`config.mk`:
```
export PLATFORM = sky130hd
export DESIGN_NAME = matrix_mult_stream_flat
export DESIGN_NICKNAME = d
export VERILOG_FILES = /design/src/rtl/matrix_mult_stream_if.sv /design/src/rtl/matrix_mult_stream.sv /design/src/flat_wrapper.sv
export SDC_FILE = /design/constraint.sdc
export NUM_CORES = 1
export LEC_CHECK = 0
export CAP_MARGIN = 40
export CORE_ASPECT_RATIO = 1.75
export CORE_MARGIN = 1
export CORE_UTILIZATION = 48
export DETAILED_ROUTE_END_ITERATION = 8
export DONT_BUFFER_PORTS = 1
export HOLD_SLACK_MARGIN = 0.06
export PLACE_DENSITY_LB_ADDON = 0.1
export SLEW_MARGIN = 30
export SYNTH_ARGS = -nofsm -noshare
export SYNTH_HDL_FRONTEND = slang
export SYNTH_SLANG_ARGS = --single-unit
```
`constraint.sdc`:
```
create_clock -name clk -period 14.7 [get_ports clk]
set_input_delay 0 -clock clk [delete_from_list [all_inputs] [get_ports clk]]
set_output_delay 0 -clock clk [all_outputs]
set_load 0.005 [all_outputs]
```
`src/rtl/matrix_mult_stream_if.sv`:
```
// Stream bundle for matrix_mult_stream: element intake from the data generator
// and the row-major result stream towards the sink.
interface matrix_mult_stream_if #(
  parameter int N_BITS   = 8,
  parameter int DIM      = 4,
  parameter int ACC_BITS = 18
);
  localparam int RC_W = $clog2(DIM);

  // Intake: data_request releases one DIM*DIM burst, din is taken on every
  // din_valid beat, with no backpressure.
  // Result: c_valid/c_out/c_row/c_col stay stable until c_valid & c_ready are
  // both high at a rising edge; that edge transfers exactly one element.
  logic                data_request;
  logic [N_BITS-1:0]   din;
  logic                din_valid;
  logic [ACC_BITS-1:0] c_out;
  logic [RC_W-1:0]     c_row;
  logic [RC_W-1:0]     c_col;
  logic                c_valid;
  logic                c_ready;

  modport master (
    output data_request, c_out, c_row, c_col, c_valid,
    input  din, din_valid, c_ready
  );

  modport slave (
    input  data_request, c_out, c_row, c_col, c_valid,
    output din, din_valid, c_ready
  );
endinterface

```
`src/rtl/matrix_mult_stream.sv`:
```
// Loads two DIM x DIM signed matrices from a byte stream and emits C = A*B row-major,
// one sequential multiply-accumulate per cycle.
module matrix_mult_stream #(
  parameter int N_BITS   = 8,
  parameter int DIM      = 4,
  parameter int ACC_BITS = 18
) (
  input  logic                clk,
  input  logic                rst_n,
  input  logic                start,
  matrix_mult_stream_if.master bus,
  output logic                busy,
  output logic                done,
  output logic                overrun,
  output logic [2:0]          fsm_state
);
  // DIM is a power of two, so {row, col} concatenation is the row-major index.
  localparam int RC_W  = $clog2(DIM);
  localparam int IDX_W = 2 * RC_W;
  localparam int P_W   = 2 * N_BITS;
  localparam logic [IDX_W-1:0] IDX_LAST = IDX_W'(DIM * DIM - 1);
  localparam logic [RC_W-1:0]  RC_LAST  = RC_W'(DIM - 1);

  typedef enum logic [2:0] {
    S_IDLE, S_REQ_A, S_LOAD_A, S_REQ_B, S_LOAD_B, S_MAC, S_EMIT, S_FIN
  } state_t;

  state_t state, state_next;

  logic [IDX_W-1:0]         cnt;
  logic [RC_W-1:0]          i, j, k;
  logic [ACC_BITS-1:0]      acc;
  logic signed [N_BITS-1:0] a_mem [DIM*DIM];
  logic signed [N_BITS-1:0] b_mem [DIM*DIM];
  logic signed [N_BITS-1:0] a_el, b_el;
  logic signed [P_W-1:0]    prod;
  logic [ACC_BITS-1:0]      prod_ext;
  logic                     loading;

  assign loading  = (state == S_LOAD_A) || (state == S_LOAD_B);
  assign a_el     = a_mem[{i, k}];
  assign b_el     = b_mem[{k, j}];
  assign prod     = a_el * b_el;
  assign prod_ext = {{(ACC_BITS-P_W){prod[P_W-1]}}, prod};

  assign bus.data_request = (state == S_REQ_A) || (state == S_REQ_B);
  assign bus.c_valid      = (state == S_EMIT);
  assign bus.c_out        = acc;
  assign bus.c_row        = i;
  assign bus.c_col        = j;
  assign busy             = (state != S_IDLE);
  assign done             = (state == S_FIN);
  assign fsm_state        = state;

  always_ff @(posedge clk) begin
    if (!rst_n) state <= S_IDLE;
    else        state <= state_next;
  end

  always_comb begin
    state_next = state;
    case (state)
      S_IDLE:   if (start) state_next = S_REQ_A;
      S_REQ_A:  state_next = S_LOAD_A;
      S_LOAD_A: if (bus.din_valid && cnt == IDX_LAST) state_next = S_REQ_B;
      S_REQ_B:  state_next = S_LOAD_B;
      S_LOAD_B: if (bus.din_valid && cnt == IDX_LAST) state_next = S_MAC;
      S_MAC:    if (k == RC_LAST) state_next = S_EMIT;
      S_EMIT: begin
        if (bus.c_ready) begin
          if (i == RC_LAST && j == RC_LAST) state_next = S_FIN;
          else                              state_next = S_MAC;
        end
      end
      S_FIN:    state_next = S_IDLE;
      default:  state_next = S_IDLE;
    endcase
  end

  // Counters and accumulator; i/j/k wrap back to zero naturally after the last element.
  always_ff @(posedge clk) begin
    if (!rst_n) begin
      cnt     <= '0;
      i       <= '0;
      j       <= '0;
      k       <= '0;
      acc     <= '0;
      overrun <= 1'b0;
    end else begin
      if (bus.din_valid && !loading) overrun <= 1'b1;
      case (state)
        S_REQ_A, S_REQ_B: cnt <= '0;
        S_LOAD_A, S_LOAD_B: begin
          if (bus.din_valid) cnt <= cnt + 1'b1;
        end
        S_MAC: begin
          k   <= k + 1'b1;
          acc <= ((k == '0) ? '0 : acc) + prod_ext;
        end
        S_EMIT: begin
          if (bus.c_ready) begin
            j <= j + 1'b1;
            if (j == RC_LAST) i <= i + 1'b1;
          end
        end
        default: ;
      endcase
    end
  end

  // Operand buffers keep their contents across reset.
  always_ff @(posedge clk) begin
    if (state == S_LOAD_A && bus.din_valid) a_mem[cnt] <= bus.din;
    if (state == S_LOAD_B && bus.din_valid) b_mem[cnt] <= bus.din;
  end
endmodule

```
`src/flat_wrapper.sv`:
```
// flat-port wrapper written by rule: the top's interface ports become plain ports
module matrix_mult_stream_flat 
#(
  parameter int N_BITS   = 8,
  parameter int DIM      = 4,
  parameter int ACC_BITS = 18
)
  (clk, rst_n, start, busy, done, overrun, fsm_state, bus_data_request, bus_c_out, bus_c_row, bus_c_col, bus_c_valid, bus_din, bus_din_valid, bus_c_ready);
  matrix_mult_stream_if #(.N_BITS(N_BITS), .DIM(DIM), .ACC_BITS(ACC_BITS)) bus_i ();
  input  logic clk;
  input  logic rst_n;
  input  logic start;
  output logic busy;
  output logic done;
  output logic overrun;
  output logic [2:0] fsm_state;
  output wire logic [$bits(bus_i.data_request)-1:0] bus_data_request;
  output wire logic [$bits(bus_i.c_out)-1:0] bus_c_out;
  output wire logic [$bits(bus_i.c_row)-1:0] bus_c_row;
  output wire logic [$bits(bus_i.c_col)-1:0] bus_c_col;
  output wire logic [$bits(bus_i.c_valid)-1:0] bus_c_valid;
  input wire logic [$bits(bus_i.din)-1:0] bus_din;
  input wire logic [$bits(bus_i.din_valid)-1:0] bus_din_valid;
  input wire logic [$bits(bus_i.c_ready)-1:0] bus_c_ready;
  assign bus_data_request = bus_i.data_request;
  assign bus_c_out = bus_i.c_out;
  assign bus_c_row = bus_i.c_row;
  assign bus_c_col = bus_i.c_col;
  assign bus_c_valid = bus_i.c_valid;
  assign bus_i.din = bus_din;
  assign bus_i.din_valid = bus_din_valid;
  assign bus_i.c_ready = bus_c_ready;
  matrix_mult_stream #(.N_BITS(N_BITS), .DIM(DIM), .ACC_BITS(ACC_BITS)) u_core (.clk(clk), .rst_n(rst_n), .start(start), .bus(bus_i), .busy(busy), .done(done), .overrun(overrun), .fsm_state(fsm_state));
endmodule
```
# Word level (Yosys, flattened, before mapping)
# Memory sizes are Yosys's and may differ from the RTL's.
# Cells that the tools add are included.
# op_classes
n_addsub	5
mux	14
n_reduce_logical	18
eq_ne	17
mul	1
# op_table
operator	count
$pmux 3 s8	1
$add 18x18->18	1
$mux 18	1
$mul 8x8->16	1
$mux 3	5
$eq 3x3->1 const B	4
$ne 2x2->1 const B	4
$pmux 4 s2	1
$add 2x1->2 const B	3
$eq 2x2->1 const B	3
$eq 3x2->1 const B	2
$logic_and 1x1->1	5
$reduce_and 5->1	1
$add 4x1->4 const B	1
$eq 4x4->1 const B	1
$mux 1	4
$mux 4	1
$ne 2x1->1 const B	2
$reduce_and 2->1	2
$reduce_or 2->1	2
$eq 3x1->1 const B	1
$logic_not 3->1	1
$reduce_and 3->1	1
$reduce_bool 3->1	1
other kinds (5)	6
# word_totals
in_bits	13
word_cells	64
n_memories	2
reg_bits	32
output_inout_bits	30
ramBits	256
# mem_list
memory	words	word_bits	read_ports	rd_clocked_by_memory_dff	write_ports	line_no	text
u_core.a_mem	16	8	1	0	1	matrix_mult_stream.sv:33	logic signed [N_BITS-1:0] a_mem [DIM*DIM];
u_core.b_mem	16	8	1	0	1	matrix_mult_stream.sv:34	logic signed [N_BITS-1:0] b_mem [DIM*DIM];

# Logic depth before layout (Yosys ltp)
# Gate-level depths: netlist (run 1).
# logic_depth
depth_word	5
ltp_mapped	31
mapped_depth_nobuf	28

# Worst setup path after synthesis (run 1)
# No wires, ideal clock.
# synth_path
path_type	register -> register
from	register u_core.j[0], in the netlist u_core.bus.c_col[0]
to	register u_core.acc[16], in the netlist u_core.bus.c_out[16]
setup_time_ns	0.086
path_slack_ns	6.994
path_stages_with_launch	28
arrival_time_ns	7.620
n_path_buf	2
required_ns	14.614
period_less_slack_ns	7.706
path_cell_list	dfxtp_1 buf_2 buf_1 mux4_2 mux4_2 and2_1 fa_1 fa_1 inv_1 fa_1 fa_1 inv_1 ha_1 a21o_1 a21oi_1 o21bai_1 a21oi_1 o21bai_1 a21oi_1 xnor2_1 ha_1 a21o_1 a21o_1 or3_1 a31o_1 maj3_2 xnor2_1 a211oi_1
# synth_between
elab_chain_len	3
# synth_lines
item	line_no	text
start: declaration	matrix_mult_stream.sv:31	logic [RC_W-1:0] i, j, k;
start signal: assignment	matrix_mult_stream.sv:102	j <= j + 1'b1;
$mem_v2 16x8	-	
$mul 8x8->16	matrix_mult_stream.sv:43	assign prod = a_el * b_el;
$add 18x18->18	matrix_mult_stream.sv:98	acc <= ((k == '0) ? '0 : acc) + prod_ext;
end signal: assignment	matrix_mult_stream.sv:98	
end: declaration	matrix_mult_stream.sv:32	logic [ACC_BITS-1:0] acc;
# No other way between the ends.
# A chain may end at the register's enable or synchronous reset.

# Worst setup path after layout (run 1)
# Same ends and word-level chain as after synthesis.

==> flow_summary_export.csv, run 1 <==
group,metric,value,unit
status,outcome,"completed",
route,initialDrtViolationCount,281,
cts,cts_buffers,26,
synth,synth_top_area_share,53.06,%
cts,clock-root-buffer,"clkbuf_16",
route,first_pass_iters,4,
global_routing,grt_pass1_wl,48400,um
cells_and_area,syn_to_final_growth,11.41,%
timing,hold_viol,0,
route,antenna_left,0,
timing,fin_crit,8.144,ns
die,initial_utilization,49.13,%
timing,maxSlewHeadroom,45.49,%
cells_and_area,stdcell_area,0.01614,mm2
global_routing,antenna_found_initial,0,
die,die_h,231.8,um
critical_path,worstPathRequired,15.15,ns
synth,synth_ff_type,"edfxtp_1",
timing,worst_pin_slew,0.8123,ns
critical_path,worst_ep_arrival_time,8.60,ns
cells_and_area,n_antenna_cell,0,
place,dp_hpwl,22990,um
critical_path,regToRegStartpoint,"u_core.bus.c_col[0]",
cts,cts.sinks,288,
cts,post_cts_buffers,0,
synth,yosys_warnings,0,
critical_path,crit_fanout,30,
die,ios,43,
synth,synth_nets,1096,
route,vias_per_cell,5.480,
timing,fmax,122.8,MHz
cells_and_area,drive_above_1_share,16.18,%
timing,slew_viol_final,0,
global_routing,grt_max_degree,41,
synth,netlist_area,0.01449,mm2
global_routing,grt_overflow,0,
place,gp_congestion,0.8320,
route,wl_per_cell,22.45,um
synth,synth-async-reset-ratio,0,%
synth,synth_cell_type_count,51,
cts,hold_buffers,17,
critical_path,start_kind,"flop",
cts,cts_resized,0,
critical_path,startpoint,"u_core.bus.c_col[0]",
place,portBuffers,0,
synth,synthTopCellsByArea,"edfxtp_1 53%, mux4_2 12%, fa_1 7.7%, ha_1 4.6%, dfxtp_1 4.4%",
global_routing,track_usage,21.35,%
hold_path,hp-start,"bus_din_valid",
die,placementRows,83,
critical_path,slowest_stage,"o21ai_1",
synth,syn_inst,974,
synth,synth_area_per_cell,14.88,um2
route,dr_total_vias,7782,
critical_path,slowest_delay,0.64,ns
cts,cts.path.max_buffers,3,
die,dieArea,0.03091,mm2
global_routing,grt_pass1_vias,8253,
timing,tns,0,ns
synth,ys_seq_elements,288,
timing,fin_crit_sh,55.40,%
timing,rsz0062_at_grt,"no",
timing,setup_viol_count_final,0,
route,drc_errors,0,
cts,clk_pin_slew,0.07,ns
hold_path,min_path_type,"in2reg",
cts,tritoncts,"done",
route,wl,31890,um
place,dpl_cell_area,0.01504,mm2
cts,clock_latency,0.55,ns
synth,yosysMostFrequentCell,"edfxtp_1",
power,power.density,122.2,mW/mm2
cells_and_area,finalNetCount,1140,
critical_path,worst-setup-path-type,"reg2reg",
critical_path,critPathCaptureType,"flop",
critical_path,worst_path_most_repeated_cell,"fa_1",
job,maxCapViolations,0,
synth,synth_top_area_cell,"edfxtp_1",
die,core,0.02949,mm2
cts,h-tree-depth,1,
synth,synth-seq-area-share,57.48,%
die,fp.dieW,133.3,um
synth,synth_edf_count,256,
power,peakVddDrop,0.1172,mV
power,leakagePower,5.643,nW
synth,synth_common_cells,"256 x edfxtp_1, 94 x inv_1, 79 x mux4_2, 62 x nand2_1, 57 x nor2_1",
timing,skew,0.02162,ns
[final cells by class]
class | instances | area [um2]
fillers | 2457 | 13350
flip-flops and latches | 288 | 8332
multi-input cells | 558 | 5703
clock buffers | 32 | 694.4
well taps | 382 | 478.0
repair buffers | 49 | 470.5
inverters | 95 | 356.6
clock inverters | 16 | 107.6
[per-layer routing]
layer  part of all wire, %  routed length, um  up-vias  global-route usage, %
met5                     0                  0        -                      0
met4                   2.4                772        0                  6.747
met3                   2.2                697       42                  2.139
met2                    61              19330       98                  44.25
met1                    35              11080     3991                  21.56
li1                      -                  -     3651                      -
[power breakdown]
group	total, mW	switching [mW]	internal, mW
sequential	0.899	0.00612	0.893
combinational	0.427	0.255	0.173
clock	0.647	0.293	0.354
[metrics by stage]
stage / instances / power (mW) / hold slack [ns] / setup WS, ns / util, %
after global placement: 1328 / 1.327 / 0.1010 / 6.586 / 50.48
after floorplan: 974 / 1.223 / 0.09887 / 6.994 / -
after global routing: 1420 / 2.063 / 0.2375 / 5.965 / 54.73
after CTS: 1408 / 1.993 / 0.2294 / 6.503 / 54.45
final: 1420 / 1.973 / 0.2425 / 6.556 / 54.73
after detailed placement: 1343 / 1.330 / 0.1013 / 6.524 / 50.99
[path summary, 6_finish.rpt]
path	end	slack [ns]	cells past startpoint
max	u_core.bus.c_out[16]	6.56	28
min	u_core.overrun	0.24	3
max reg2reg	u_core.bus.c_out[16]	6.56	28
min reg2reg	u_core.overrun	0.47	2
[placed cells by master (no fill, tap or decap), types with 18 or more instances in the layout]
cell       netlist  layout
inv_1           94      94
dfxtp_1         32      29
edfxtp_1       256     256
ha_1            53      53
mux4_2          79      79
fa_1            56      56
clkbuf_16        0      27
a21oi_1         44      44
nor2b_1         19      19
nor2_1          57      57
buf_4            1      19
xnor2_1         23      23
o21ai_0         18      18
nand2_1         62      62
and2_1          44      44
[critical path, delay by kind of cell (launching register included)]
kind,cells,cell delay [ns]
fa+ha+maj,7,2.94
compound gates,10,2.35
simple gates,4,0.77
buf+inv,4,0.67
mux,1,0.57
flops,1,0.41
xor+xnor,2,0.29
[flip-flops by register name, summed over array words and instances, names as in the netlist]
name,cells
u_core.bus.c_row,2
u_core.k,2
u_core.bus.c_col,2
u_core.b_mem,128
u_core.cnt,4
u_core.a_mem,128
u_core.overrun,1
u_core.bus.c_out,18
u_core.fsm_state,3
[kinds of logic (layout without fill, tap and decap cells)]
group / count (synthesis) / in the layout / share of synthesized area [%]
flip-flops: 288 / 288 / 57.48
AND/OR/NAND/NOR: 230 / 230 / 7.876
buffers and inverters: 128 / 192 / 3.402
adder cells (fa/ha/maj): 110 / 110 / 12.39
AO/OA/AOI/OAI: 102 / 102 / 4.292
multiplexers: 84 / 84 / 12.63
XOR/XNOR: 32 / 32 / 1.934
Note: power is estimated with default switching activity, not from simulation.
==> run 2: changes to the inputs <==
--- a/config.mk
+++ b/config.mk
@@ -5,6 +5,7 @@
 export SDC_FILE = /design/constraint.sdc
 export NUM_CORES = 1
 export LEC_CHECK = 0
+export ABC_AREA = 1
 export CAP_MARGIN = 40
 export CORE_ASPECT_RATIO = 1.75
 export CORE_MARGIN = 1
==> constraint.sdc (replaced) <==
create_clock -name clk -period 7.7 [get_ports clk]
set_input_delay 0 -clock clk [delete_from_list [all_inputs] [get_ports clk]]
set_output_delay 0 -clock clk [all_outputs]
set_load 0.005 [all_outputs]
==> flow_summary_export.csv, run 2 <==
group,metric,value,unit
cells_and_area,fillers,2741,
cts,clock-root-buffer,"clkbuf_16",
timing,rsz0062_at_grt,"no",
synth,synth_area_per_cell,10.64,um2
critical_path,crit_fanout,66,
timing,maxSlewHeadroom,42.67,%
critical_path,slowest_delay,0.52,ns
global_routing,grt_pass1_wl,58930,um
die,placementRows,85,
cts,tritoncts,"done",
synth,synth_cell_type_count,44,
cells_and_area,syn_to_final_growth,11.43,%
synth,synth_edf_count,256,
route,wl_per_cell,20.63,um
hold_path,hp-start,"bus_din_valid",
critical_path,cpLargestDelayFamily,"adder cells",
hold_path,min_path_type,"in2reg",
die,initial_utilization,48.97,%
die,fp.dieW,136.1,um
die,ios,43,
critical_path,worstPathRequired,8.16,ns
global_routing,grt_pass1_vias,10320,
die,core,0.03084,mm2
critical_path,rr_worst_depth,37,
synth,synth_top_area_cell,"edfxtp_1",
cells_and_area,layout_commonest_cell,"edfxtp_1",
cells_and_area,most-common-layout-cells,"256 x edfxtp_1, 206 x inv_1, 195 x nor2_1",
critical_path,path_buf_inv,5,
power,leakagePower,6.627,nW
timing,fin_ws,0.6039,ns
route,dr_total_vias,10300,
power,finalPower,7.748,mW
power,peakVddDrop,0.6436,mV
critical_path,worst-setup-path-type,"reg2reg",
critical_path,r2r_end,"u_core.bus.c_out[17]",
cells_and_area,drive_above_1_share,8.141,%
synth,ys_seq_elements,288,
synth,yosys_warnings,0,
timing,fmax,140.9,MHz
timing,worst_pin_slew,0.8552,ns
global_routing,grt_max_degree,73,
timing,fin_crit,7.096,ns
route,antenna_left,0,
synth,yosysMostFrequentCell,"edfxtp_1",
critical_path,critPathCaptureType,"flop",
status,outcome,"completed",
route,wl,38490,um
critical_path,slowest_stage,"fa_1",
critical_path,r2r_setup_slack,0.60,ns
hold_path,whs_path_depth,5,
synth,synthTopCellsByArea,"edfxtp_1 51%, fa_1 7.4%, inv_1 5.1%, nor2_1 4.8%, ha_1 4.4%",
critical_path,start_kind,"flop",
global_routing,grt_overflow,0,
place,dp_hpwl,27210,um
route,first_pass_iters,5,
cts,cts.sinks,288,
critical_path,worst_ep_arrival_time,7.56,ns
place,gp_congestion,0.8966,
critical_path,regToRegStartpoint,"u_core.bus.c_col[0]",
place,portBuffers,0,
die,die_h,236.6,um
die,dieArea,0.03220,mm2
cts,clk_pin_slew,0.07,ns
synth,synth-async-reset-ratio,0,%
timing,hold_viol,0,
cts,h-tree-depth,1,
synth,synth_common_cells,"256 x edfxtp_1, 206 x inv_1, 195 x nor2_1, 159 x nand2_1, 127 x o21ai_0",
route,vias_per_cell,5.521,
power,power.density,460.5,mW/mm2
job,maxCapViolations,0,
synth,syn_inst,1419,
synth,synth_ff_type,"edfxtp_1",
synth,synth_nets,1541,
timing,setup_viol_count_final,0,
global_routing,antenna_found_initial,1,
cells_and_area,fin_util,54.56,%
synth,synth-seq-area-share,55.14,%
cts,cts.path.max_buffers,3,
timing,tns,0,ns
timing,fin_crit_sh,92.16,%
critical_path,worst_path_most_repeated_cell,"nand2_1",
timing,skew,0.02608,ns
synth,synth_top_area_share,50.90,%
global_routing,track_usage,24.53,%
cells_and_area,finalNetCount,1576,
cts,clock_latency,0.56,ns
cts,cts_buffers,26,
route,initialDrtViolationCount,534,
hold_path,holdPathEnd,"u_core.cnt[1]",
place,post-place-ws,0.4569,ns
timing,slew_viol_final,0,
route,drc_errors,0,
synth,netlist_area,0.01510,mm2
[run 2: cell families (layout without fill, tap and decap cells)]
logic type	Yosys count	count (layout)	share of synthesized area [%]
buffers and inverters	271	326	7.109
other	0	1	0
and+or+nand+nor	430	430	11.79
DFF	288	288	55.14
xor gates and xnor gates	26	26	1.508
adders and majority gates	109	109	11.81
muxes	21	21	1.392
AOI/OAI and AO/OA	274	274	11.24
[run 2: final cells by class]
| type | instances | area [um2] | area share, % |
|---|---|---|---|
| flip-flops and latches | 288 | 8334 | 49.53 |
| multi-input cells | 860 | 5715 | 33.97 |
| inverters | 212 | 798.3 | 4.744 |
| repair buffers | 66 | 694.4 | 4.127 |
| clock buffers | 30 | 665.6 | 3.956 |
| well taps | 391 | 489.2 | 2.907 |
| clock inverters | 18 | 127.6 | 0.7584 |
| diodes | 1 | 2.502 | 0.01487 |
[run 2: metrics by stage]
step	area, um2	hold WS [ns]	instances
2_1_floorplan	15100	0.09887	1419
3_3_place_gp	15540	0.1013	1772
3_5_place_dp	15680	0.1008	1789
4_1_cts	16750	0.3115	1857
5_1_grt	16830	0.3474	1866
6_report	16830	0.3315	1866
[run 2: worst max path at each step]
stage | from | to | slack, ns | cells past startpoint
detailed placement | u_core.bus.c_col[0] | u_core.bus.c_out[17] | 0.46 | 38
CTS | u_core.bus.c_col[0] | u_core.bus.c_out[17] | 0.45 | 38
floorplan | u_core.bus.c_col[0] | u_core.bus.c_out[17] | 1.46 | 39
global route | u_core.bus.c_col[0] | u_core.bus.c_out[17] | 0.04 | 37
global placement | u_core.bus.c_col[0] | u_core.bus.c_out[17] | 0.53 | 38
finish | u_core.bus.c_col[0] | u_core.bus.c_out[17] | 0.60 | 37
[run 2: worst min-delay path, cell delays in order]
cell and delay (ns):
dlygate4sd3_1 0.59, nand2_1 0.09, inv_1 0.05, nand2_1 0.05
a21oi_1 0.05
[run 2: timing repair]
action                                 in CTS  in global routing
setup buffers                               0                  0
endpoints found under the hold margin     288                  0
resized for setup                           0                  4
setup endpoints to repair                   0                  3
hold buffers                               20                  0
[run 2: metal layers]
metal	routed length [um]	part of all wire [%]	vias to the layer above	GRT usage, %
met2	20700	54	224	45.32
li1	-	-	4927	-
met1	14910	39	5086	28.26
met5	0	0	-	0
met3	1499	3.9	66	3.040
met4	1380	3.6	0	9.293
[run 2: report_power, final]
group | internal, mW | leakage (nW) | switching (mW)
registers | 1.72 | 2.56 | 0.0249
clock network | 0.656 | 0.381 | 0.570
logic | 1.75 | 3.68 | 3.03
total | 4.12 | 6.63 | 3.62
==> run 3: changes to the inputs <==
--- a/config.mk
+++ b/config.mk
@@ -14,6 +14,7 @@
 export DONT_BUFFER_PORTS = 1
 export HOLD_SLACK_MARGIN = 0.06
 export PLACE_DENSITY_LB_ADDON = 0.1
+export REMOVE_ABC_BUFFERS = 1
 export SLEW_MARGIN = 30
 export SYNTH_ARGS = -nofsm -noshare
 export SYNTH_HDL_FRONTEND = slang
==> flow_summary_export.csv, run 3 (same netlist as run 2, synthesis figures left out) <==
group,metric,value,unit
critical_path,critPathCaptureType,"flop",
status,outcome,"completed",
critical_path,start_kind,"flop",
timing,rsz0062_at_grt,"no",
hold_path,min_path_type,"in2reg",
timing,maxSlewHeadroom,44.42,%
global_routing,grt_max_degree,64,
critical_path,worstPathRequired,8.16,ns
die,initial_utilization,48.97,%
die,ios,43,
timing,fin_crit,7.246,ns
critical_path,path_buf_inv,5,
route,antenna_left,0,
cts,h-tree-depth,1,
critical_path,worst-setup-path-type,"reg2reg",
critical_path,slowest_stage,"fa_1",
cts,cts.sinks,288,
cells_and_area,syn_to_final_growth,12.07,%
cts,tritoncts,"done",
cts,cts.path.max_buffers,3,
global_routing,grt_pass1_vias,10640,
cells_and_area,fin_util,54.88,%
die,fp.dieW,136.1,um
timing,slew_viol_final,0,
timing,fmax,138.0,MHz
route,initialDrtViolationCount,578,
cells_and_area,most-common-layout-cells,"256 x edfxtp_1, 206 x inv_1, 194 x nor2_1",
die,dieArea,0.03220,mm2
place,dp_hpwl,27820,um
cts,clock_latency,0.55,ns
die,core,0.03084,mm2
global_routing,grt_overflow,0,
critical_path,slowest_delay,0.54,ns
route,wl,38900,um
die,placementRows,85,
timing,skew,0.02545,ns
timing,fin_crit_sh,94.10,%
die,die_h,236.6,um
route,wl_per_cell,20.81,um
global_routing,track_usage,25.13,%
cts,cts_buffers,27,
global_routing,antenna_found_initial,0,
global_routing,grt_pass1_wl,59800,um
critical_path,worst_path_most_repeated_cell,"nand2_1",
place,portBuffers,0,
cells_and_area,drive_above_1_share,8.525,%
cells_and_area,n_antenna_cell,0,
timing,hold_viol,0,
cells_and_area,layout_commonest_cell,"edfxtp_1",
critical_path,crit_fanout,34,
route,drc_errors,0,
critical_path,cpLargestDelayFamily,"adder cells",
cells_and_area,finalNetCount,1580,
critical_path,worst_ep_arrival_time,7.70,ns
route,first_pass_iters,5,
critical_path,r2r_setup_slack,0.45,ns
place,gp_congestion,0.9347,
route,vias_per_cell,5.490,
timing,worst_pin_slew,0.8307,ns
cts,clk_pin_slew,0.08,ns
cts,clock-root-buffer,"clkbuf_16",
route,dr_total_vias,10260,
job,maxCapViolations,0,
timing,setup_viol_count_final,0,
-- run 3: repair_timing --
| action | 4_1_cts | 5_1_grt |
|---|---|---|
| hold endpoints to repair | 298 | 0 |
| buffers inserted | 0 | 0 |
| hold buffers | 20 | 0 |
| gates resized for setup | 0 | 2 |
| endpoints found under the setup margin | 0 | 2 |
-- run 3: routing by layer --
| layer | global-route usage (%) | vias up | share of wire (%) |
|---|---|---|---|
| li1 | - | 4941 | - |
| met1 | 24.82 | 5028 | 34 |
| met2 | 49.72 | 210 | 58 |
| met3 | 2.954 | 81 | 3.5 |
| met4 | 12.26 | 0 | 4.9 |
| met5 | 0 | - | 0 |
-- run 3: layout make-up --
class | count | area (um2)
well taps | 391 | 489.2
clock buffers | 33 | 698.2
inverters | 212 | 795.8
repair buffers | 69 | 732.0
flip-flops and latches | 288 | 8334
clock inverters | 16 | 170.2
multi-input cells | 860 | 5705
fillers | 2746 | 13920
-- run 3: worst min-delay path, cell delays in order --
cell and delay [ns]:
dlygate4sd3_1 0.66, nand2_1 0.11, inv_1 0.03
-- run 3: final timing paths --
path / from / endpoint / depth (start not counted)
max reg2reg: u_core.bus.c_col[1] / u_core.bus.c_out[17] / 36
max: u_core.bus.c_col[1] / u_core.bus.c_out[17] / 36
min reg2reg: u_core.bus.c_out[0] / u_core.bus.c_out[0] / 2
min: rst_n / u_core.bus.c_out[14] / 3
-- run 3: per-stage QoR --
stage | cell area [um2] | TNS (ns) | hold slack, ns | worst slack (ns) | std cells
after global routing | 16930 | 0 | 0.2877 | 0.04927 | 1869
after detailed placement | 15710 | 0 | 0.1003 | 0.3914 | 1793
after global placement | 15630 | 0 | 0.1006 | 0.5106 | 1783
after floorplan | 14820 | -1.163 | 0.09763 | -0.4179 | 1360
final | 16930 | 0 | 0.2875 | 0.4544 | 1869
after CTS | 16860 | 0 | 0.2600 | 0.3926 | 1862
Power of run 3 is not shown: default switching activity piles up to over one toggle a cycle in this logic, so the estimate is an artifact.
